===== src/rtl/rc4_prga_decrypt.sv =====
// RC4 pseudo-random generation and decryption stage.
// Walks the key-scheduled S memory to produce the keystream, XORs it with the
// encrypted message ROM, stores the plaintext in the decrypted-message RAM and
// flags whether every stored byte is a lowercase letter or a space.
module rc4_prga_decrypt #(
    parameter int MSG_LEN     = 32,
    parameter int MSG_AW      = 5,
    parameter bit EARLY_ABORT = 1'b1
) (
    input  logic              clk,
    input  logic              reset,
    input  logic              start,
    output logic              finish,
    output logic              msg_ok,
    output logic [7:0]        s_address,
    output logic [7:0]        s_data,
    output logic              s_wen,
    input  logic [7:0]        s_q,
    output logic [MSG_AW-1:0] rom_address,
    input  logic [7:0]        rom_q,
    output logic [MSG_AW-1:0] dec_address,
    output logic [7:0]        dec_data,
    output logic              dec_wen
);

    localparam logic [3:0] ST_IDLE  = 4'd0;
    localparam logic [3:0] ST_INC_I = 4'd1;
    localparam logic [3:0] ST_RD_I  = 4'd2;
    localparam logic [3:0] ST_LAT_I = 4'd3;
    localparam logic [3:0] ST_RD_J  = 4'd4;
    localparam logic [3:0] ST_LAT_J = 4'd5;
    localparam logic [3:0] ST_WR_J  = 4'd6;
    localparam logic [3:0] ST_WR_I  = 4'd7;
    localparam logic [3:0] ST_RD_F  = 4'd8;
    localparam logic [3:0] ST_LAT_F = 4'd9;
    localparam logic [3:0] ST_WR_D  = 4'd10;
    localparam logic [3:0] ST_NEXT  = 4'd11;
    localparam logic [3:0] ST_DONE  = 4'd12;

    // Index of the final message byte; k never needs to count past it.
    localparam logic [MSG_AW-1:0] K_LAST = MSG_AW'(MSG_LEN - 1);

    logic [3:0]        state_q, state_d;
    logic [7:0]        i_q, i_d;
    logic [7:0]        j_q, j_d;
    logic [MSG_AW-1:0] k_q, k_d;
    logic [7:0]        si_q, si_d;
    logic [7:0]        sj_q, sj_d;
    logic [7:0]        f_q, f_d;
    logic [7:0]        e_q, e_d;
    logic              msg_ok_q, msg_ok_d;

    logic [7:0]        plain;
    logic [7:0]        f_index;

    // Accepted plaintext alphabet: 'a'..'z' and space.
    function automatic logic is_text(input logic [7:0] b);
        return (b == 8'h20) || ((b >= 8'h61) && (b <= 8'h7A));
    endfunction

    assign plain   = f_q ^ e_q;
    assign f_index = si_q + sj_q;
    assign msg_ok  = msg_ok_q;

    // Sequencer and datapath next-state: one message byte per 11-state pass.
    always_comb begin
        state_d  = state_q;
        i_d      = i_q;
        j_d      = j_q;
        k_d      = k_q;
        si_d     = si_q;
        sj_d     = sj_q;
        f_d      = f_q;
        e_d      = e_q;
        msg_ok_d = msg_ok_q;
        case (state_q)
            ST_IDLE: begin
                if (start) begin
                    i_d      = 8'd0;
                    j_d      = 8'd0;
                    k_d      = '0;
                    msg_ok_d = 1'b1;
                    state_d  = ST_INC_I;
                end
            end
            ST_INC_I: begin
                i_d     = i_q + 8'd1;
                state_d = ST_RD_I;
            end
            ST_RD_I: state_d = ST_LAT_I;
            ST_LAT_I: begin
                si_d    = s_q;
                j_d     = j_q + s_q;
                state_d = ST_RD_J;
            end
            ST_RD_J: state_d = ST_LAT_J;
            ST_LAT_J: begin
                sj_d    = s_q;
                state_d = ST_WR_J;
            end
            // When i == j both writes hit one location with the same value,
            // so the swap degenerates to a harmless rewrite.
            ST_WR_J: state_d = ST_WR_I;
            ST_WR_I: state_d = ST_RD_F;
            ST_RD_F: state_d = ST_LAT_F;
            ST_LAT_F: begin
                f_d     = s_q;
                e_d     = rom_q;
                state_d = ST_WR_D;
            end
            ST_WR_D: begin
                if (!is_text(plain)) begin
                    msg_ok_d = 1'b0;
                end
                state_d = ST_NEXT;
            end
            ST_NEXT: begin
                // msg_ok_q already reflects the byte written in WR_D.
                if ((k_q == K_LAST) || (EARLY_ABORT && !msg_ok_q)) begin
                    state_d = ST_DONE;
                end else begin
                    k_d     = k_q + MSG_AW'(1);
                    state_d = ST_INC_I;
                end
            end
            ST_DONE: state_d = ST_IDLE;
            default: state_d = ST_IDLE;
        endcase
    end

    // Moore memory interface: addresses and strobes decoded from state only.
    always_comb begin
        s_address   = 8'd0;
        s_data      = 8'd0;
        s_wen       = 1'b0;
        rom_address = '0;
        dec_address = '0;
        dec_data    = 8'd0;
        dec_wen     = 1'b0;
        finish      = 1'b0;
        case (state_q)
            ST_RD_I: s_address = i_q;
            ST_RD_J: s_address = j_q;
            ST_WR_J: begin
                s_address = j_q;
                s_data    = si_q;
                s_wen     = 1'b1;
            end
            ST_WR_I: begin
                s_address = i_q;
                s_data    = sj_q;
                s_wen     = 1'b1;
            end
            ST_RD_F: begin
                s_address   = f_index;
                rom_address = k_q;
            end
            ST_WR_D: begin
                dec_address = k_q;
                dec_data    = plain;
                dec_wen     = 1'b1;
            end
            ST_DONE: finish = 1'b1;
            default: ;
        endcase
    end

    // State and datapath registers; reset aborts a run immediately.
    always_ff @(posedge clk or posedge reset) begin
        if (reset) begin
            state_q  <= ST_IDLE;
            i_q      <= 8'd0;
            j_q      <= 8'd0;
            k_q      <= '0;
            si_q     <= 8'd0;
            sj_q     <= 8'd0;
            f_q      <= 8'd0;
            e_q      <= 8'd0;
            msg_ok_q <= 1'b1;
        end else begin
            state_q  <= state_d;
            i_q      <= i_d;
            j_q      <= j_d;
            k_q      <= k_d;
            si_q     <= si_d;
            sj_q     <= sj_d;
            f_q      <= f_d;
            e_q      <= e_d;
            msg_ok_q <= msg_ok_d;
        end
    end

endmodule


===== config.mk =====
export PLATFORM = sky130hd
export DESIGN_NAME = rc4_prga_decrypt
export DESIGN_NICKNAME = d
export VERILOG_FILES = /design/src/rtl/rc4_prga_decrypt.sv
export SDC_FILE = /design/constraint.sdc
export NUM_CORES = 1
export LEC_CHECK = 0
export CORE_ASPECT_RATIO = 0.6
export CORE_MARGIN = 2
export CORE_UTILIZATION = 40
export DETAILED_ROUTE_END_ITERATION = 10
export HOLD_SLACK_MARGIN = 0.02
export SLEW_MARGIN = 25
export SYNTH_ARGS = -nofsm -noshare
export SYNTH_HDL_FRONTEND = slang
export SYNTH_SLANG_ARGS = --single-unit

===== constraint.sdc =====
create_clock -name clk -period 5.1 [get_ports clk]
set_input_delay 0.765 -clock clk [delete_from_list [all_inputs] [get_ports clk]]
set_output_delay 0.765 -clock clk [all_outputs]
set_load 0.03 [all_outputs]

==> metrics.md, run 1 <==
| Metric | Value |
|---|---|
| Status | complete, no violations |
| Max capacitance violation total | 0 |
| Ys Warns | 0 |
| Peak supply drop | 0.245 mV |
| Slowest-stage cell, CP | clkdlybuf4s50_1 |
| Resized cells post-CTS | 0 |
| Internal power | 0.00157 W |
| CTS tree | done |
| Slowest stage delay, CP | 0.70 ns |
| Post-synth EDFFs | 0 |
| Final worst slack | 1.38 ns |
| Number of global-route vias before repair | 2784 |
| # nets final | 462 |
| Post-DR wirelength/cell | 16.5 um |
| Antenna Cells | 0 |
| Die width | 124 um |
| Delay-heaviest family, CP | compound AO/OA/AOI/OAI gates |
| Max Clock Freq | 269 MHz |
| I/O Pins | 57 |
| Sw frac | 41.7% |
| Setup crit end kind | primary output |
| Post-synthesis sequential area ratio | 41.7% |
| Sw power | 0.00113 W |
| Syn nets | 406 |
| HPWL Detailed | 6630 um |
| Reg power frac | 32.2% |
| Vias | 2930 |
| Setup TNS | 0 ns |
| CTS Buffer Depth | 2 |
| Final ANT Viol Nets | 0 |
| Rows | 26 |
| Slew @ Worst Pin | 0.833 ns |
| Combinational Power Share | 46.1% |
| Synth Instances | 368 |
| Commonest cells after routing, fill and taps aside | 57 x dfrtp_1, 56 x clkdlybuf4s50_1, 47 x nand2_1, 31 x o21ai_0, 30 x nor2_1 |
| Synthesized area per cell | 9.46 um^2 |
| Initial core utilization | 41.0% |
| Antenna violations before repair | 0 |
| Crit Path Max Fanout | 3 |
| Clock share of power | 21.6% |
| H-tree levels | 3 |
| Grt total ovfl | 0 |
| Synth cell types | 53 |
| R2R setup slack | 2.65 ns |
| Area leader, netlist | dfrtp_1 |
| Hold_buf cts | 0 |
| Clock period minus worst slack | 3.72 ns |
| Setup WS pre-CTS | 1.74 ns |
| Number of port buffers | 56 |
| Flops & latches, synth | 58 |
| Leak Pwr | 1.95 nW |
| Clock Tree Root | clkbuf_16 |
| Netlist Area Pre-Place | 3480 um^2 |
| Routability cong. | 0.837 |
| Via-to-Cell Ratio | 5.42 |
| Setup Viol. Count Final | 0 |
| Worst-Skew Late Latency | 0.33 ns |
| Critical Path RT | 4.34 ns |
| Total wire length | 8910 um |
| Ys async rst share | 100% |
| Slew margin rel. | 44.3% |
| Final Skew | 0.00564 ns |
| Hold crit path type | reg -> reg |
| Final hold vios | 0 |
| Top-area cell type share of the netlist area | 41.0% |
| RSZ-0062 raised after global routing | false |
| CORE AREA | 8490 um^2 |
| Cells along the critical path | ha_1 > inv_1 > fa_1 > nor2b_1 > o21ai_0 > nand2b_1 > a2111oi_0 > a31oi_1 > o21ai_0 > clkdlybuf4s50_1 |
| First-pass GRT wire length | 14500 um |
| Sink Count | 58 |
| DR pass1 iterations | 5 |
| Buf/Inv on CP | 2 |
| Cell mode on critical path | o21ai_0 |
| Die ar. | 9490 um^2 |
| Post-CTS Setup Repair Bufs | 0 |
| Worst-path clk slew | 0.05 ns |
| Crit path arrival time | 2.95 ns |
| Critical path class | reg -> out |
| Power per Cell Area | 611 nW/um^2 |
| Pin count of the biggest net entering global routing | 40 |
| Layout area overhead | 26.9% |
| # DRC | 0 |
| CTS Buf Count | 9 |
| Ys flop type | dfrtp_1 |
| Layout cell share with drive strength beyond 1 | 11.7% |
| CP Launch Type | flop |
| Slew Limit Fails | 0 |
| Tcrit/Tclk final | 72.9% |
| Iter 0 DRT Violations | 215 |
| Die height | 76.2 um |
| Total Routing Usage GR | 19.5% |
| Commonest non-fill, non-tap cell in the layout | dfrtp_1 |
| Top cells by area, synth | dfrtp_1 41%, mux2_2 7.4%, ha_1 6.1%, nand2_1 5.1%, o21ai_0 4.5% |
[worst paths after layout]
check,cells after the start,start,end
min in group asynchronous,2,reset,e_q[5]
hold / removal,2,si_q[4],si_q[4]
max in group asynchronous,3,reset,j_q[2]
setup / recovery,10,si_q[0],s_address[6]
hold reg to reg,2,si_q[4],si_q[4]
setup reg to reg,3,state_q[0],f_q[2]
[Yosys cell counts, types with 9 or more instances]
cell / n
nand3_1: 15
dfrtp_1: 57
nor2_1: 30
and2_1: 12
a21oi_1: 10
ha_1: 17
nand2_1: 47
mux2_2: 23
inv_1: 11
o21ai_0: 31
xor2_1: 9
xnor2_1: 13
[kinds of logic after synthesis]
logic type	share of synthesized area, %
simple gates	20.2
compound gates	12.3
flops	41.7
mux	9.74
buf+inv	3.24
xor+xnor	5.54
fa+ha+maj	7.26
[power groups by stage]
stage          Sequential (W)  Clock, W  Combinational, W
2_1_floorplan        0.000769         0          0.000971
3_3_place_gp         0.000862         0           0.00122
3_5_place_dp         0.000870         0           0.00123
4_1_cts              0.000864  0.000593           0.00124
5_1_grt              0.000897  0.000613           0.00137
6_report             0.000869  0.000583           0.00124
[per-layer routing]
layer / up-vias / share of wire [%] / global-route usage [%]
met5: - / 0 / 0
met4: 0 / 1.0 / 6.29
met3: 11 / 5.7 / 4.85
met2: 86 / 41 / 27.5
met1: 1423 / 52 / 29.1
li1: 1410 / - / -
[flip-flops by register name, summed over array words and instances, names as in the netlist]
name     cells
k_q          5
j_q          8
sj_q         8
i_q          8
e_q          8
f_q          8
state_q      4
msg_ok       1
si_q         8
[per-stage QoR]
step / std cells / total power [W] / hold WS [ns] / util [%] / cell area, um^2
finish: 541 / 0.00270 / 0.514 / 52.0 / 4410
global route: 541 / 0.00288 / 0.543 / 52.0 / 4410
CTS: 541 / 0.00270 / 0.513 / 52.0 / 4410
detailed placement: 525 / 0.00210 / 0.496 / 48.6 / 4130
global placement: 525 / 0.00208 / 0.493 / 48.6 / 4130
floorplan: 368 / 0.00174 / 0.457 / - / 3480
[worst min-delay path, cell delays in order, from the launching register on]
cell and delay (ns):
dfrtp_1 0.37, nand2_1 0.06, nand2_1 0.06
[cell type report]
type | instances | area [um^2]
fill | 757 | 4080
multi-input combinational | 285 | 1910
sequential | 58 | 1450
timing repair buffer | 58 | 576
clock buffer | 10 | 229
tap | 112 | 140
clock inverter | 6 | 57.6
inverter | 12 | 45.0
(Power assumes the default switching activity.)
==> run 2: changes to the inputs <==
Settings changed: PLACE_DENSITY set to 0.65.
Clock period 5.1 ns to 3.1 ns, I/O delays scaled along.
==> metrics.md, run 2 (same netlist as run 1, synthesis figures left out) <==
| Metric | Value |
|---|---|
| Layout cell share with drive strength beyond 1 | 13.0% |
| Iter 0 DRT Violations | 263 |
| # nets final | 466 |
| Commonest cells after routing, fill and taps aside | 57 x dfrtp_1, 47 x nand2_1, 44 x clkdlybuf4s50_1, 31 x o21ai_0, 29 x nor2_1 |
| Leak Pwr | 2.15 nW |
| First-pass GRT wire length | 14700 um |
| DR pass1 iterations | 8 |
| CTS Buf Count | 9 |
| Slew margin rel. | 44.7% |
| Cells along the critical path | nand2b_4 > or3_1 > nor2_1 > a221o_1 > clkdlybuf4s50_1 |
| I/O Pins | 57 |
| Final hold vios | 0 |
| Clock Tree Root | clkbuf_16 |
| Setup TNS | 0 ns |
| Setup WS pre-CTS | 0.0788 ns |
| RSZ-0062 raised after global routing | false |
| CTS Buffer Depth | 2 |
| CORE AREA | 8490 um^2 |
| Routability cong. | 0.889 |
| Commonest non-fill, non-tap cell in the layout | dfrtp_1 |
| DP Area | 4160 um^2 |
| Post-CTS Setup Repair Bufs | 0 |
| Slew @ Worst Pin | 0.828 ns |
| Post-DR wirelength/cell | 16.3 um |
| Via-to-Cell Ratio | 5.37 |
| Critical Path RT | 2.63 ns |
| Critical path class | reg -> out |
| CTS tree | done |
| Antenna violations before repair | 0 |
| Core Util, Final | 52.6% |
| HPWL Detailed | 6750 um |
| CP Launch Type | flop |
| Buf/Inv on CP | 1 |
| Clock period minus worst slack | 2.93 ns |
| Die ar. | 9490 um^2 |
| Crit Path Max Fanout | 9 |
| Vias | 2921 |
| Slowest stage delay, CP | 0.68 ns |
| R2R setup slack | 0.95 ns |
| Initial core utilization | 41.0% |
| Number of global-route vias before repair | 2837 |
| Rows | 26 |
| Die width | 124 um |
| Total Routing Usage GR | 19.7% |
| Setup Viol. Count Final | 0 |
| Worst-Skew Late Latency | 0.33 ns |
| Final Cell Area | 4460 um^2 |
| Sink Count | 58 |
| Max Clock Freq | 341 MHz |
| Slowest-stage cell, CP | clkdlybuf4s50_1 |
| Antenna Cells | 0 |
| Number of port buffers | 56 |
| Slew Limit Fails | 0 |
| Final Skew | 0.00320 ns |
| Worst-path clk slew | 0.05 ns |
| Crit path arrival time | 2.47 ns |
| Layout area overhead | 28.3% |
| Die height | 76.2 um |
| Setup crit end kind | primary output |
| Status | complete, no violations |
| Delay-heaviest family, CP | simple AND/OR/NAND/NOR gates |
| Hold crit path type | reg -> reg |
| Grt total ovfl | 0 |
| # DRC | 0 |
| Peak supply drop | 0.425 mV |
| Final ANT Viol Nets | 0 |
| Hold_buf cts | 0 |
| Pin count of the biggest net entering global routing | 29 |
| H-tree levels | 3 |
| Final worst slack | 0.166 ns |
| Total wire length | 8870 um |
| Max capacitance violation total | 0 |
| Power per Cell Area | 995 nW/um^2 |
| Tcrit/Tclk final | 94.6% |
run 2: changes by cell type in the layout (fill, tap and decap cells not counted), sizes merged:
cell and delta:
dlymetal6s2s +9, clkinv -2, clkbuf +3, clkdlybuf4s50 -12
buf +5, dlygate4sd2 +1, clkinvlp -1
run 2: layer usage:
| layer | vias to the layer above | track usage [%] | wire length (um) |
|---|---|---|---|
| met1 | 1397 | 29.6 | 4520 |
| met4 | 0 | 5.17 | 84 |
| met2 | 102 | 27.4 | 3650 |
| li1 | 1411 | - | - |
| met5 | - | 0 | 0 |
| met3 | 11 | 5.83 | 615 |
run 2: cell type report:
cell class              instances  area [um^2]
flip-flops and latches         58         1450
well taps                     112          140
clock buffers                  12          246
inverters                      12         45.0
clock inverters                 3         40.0
fillers                       771         4030
repair buffers                 62          617
multi-input cells             285         1920
run 2: worst paths after layout:
path,startpoint,end,cells after the start
worst max-delay path,state_q[2],s_address[1],5
worst min-delay path,i_q[7],i_q[7],1
worst max register to register,j_q[0],j_q[6],8
worst min register to register,i_q[7],i_q[7],1
max in group asynchronous,reset,msg_ok,3
min in group asynchronous,reset,f_q[7],2
run 2: power breakdown:
group	internal (W)	switching, W	total [W]
logic	0.000904	0.00118	0.00208
clock network	0.000635	0.000329	0.000965
registers	0.00107	0.000326	0.00140
total	0.00261	0.00183	0.00444
run 2: per-stage QoR:
step / power [W] / hold WS [ns] / std cells
floorplan: 0.00286 / 0.457 / 368
global placement: 0.00340 / 0.484 / 529
detailed placement: 0.00347 / 0.487 / 529
CTS: 0.00444 / 0.493 / 544
global route: 0.00477 / 0.539 / 544
finish: 0.00444 / 0.494 / 544
run 2: worst reg2reg max path: cells and delay by family (launching register included):
kind                       cells  cell delay [ns]
AOI/OAI and AO/OA              5             0.77
xor gates and xnor gates       1             0.15
adders and majority gates      2             0.72
DFF                            1             0.40
run 2: repair_timing:
action | 4_1_cts | 5_1_grt
endpoints found under the hold margin | 0 | 0
setup endpoints to repair | 3 | 17
resized for setup | 3 | 19
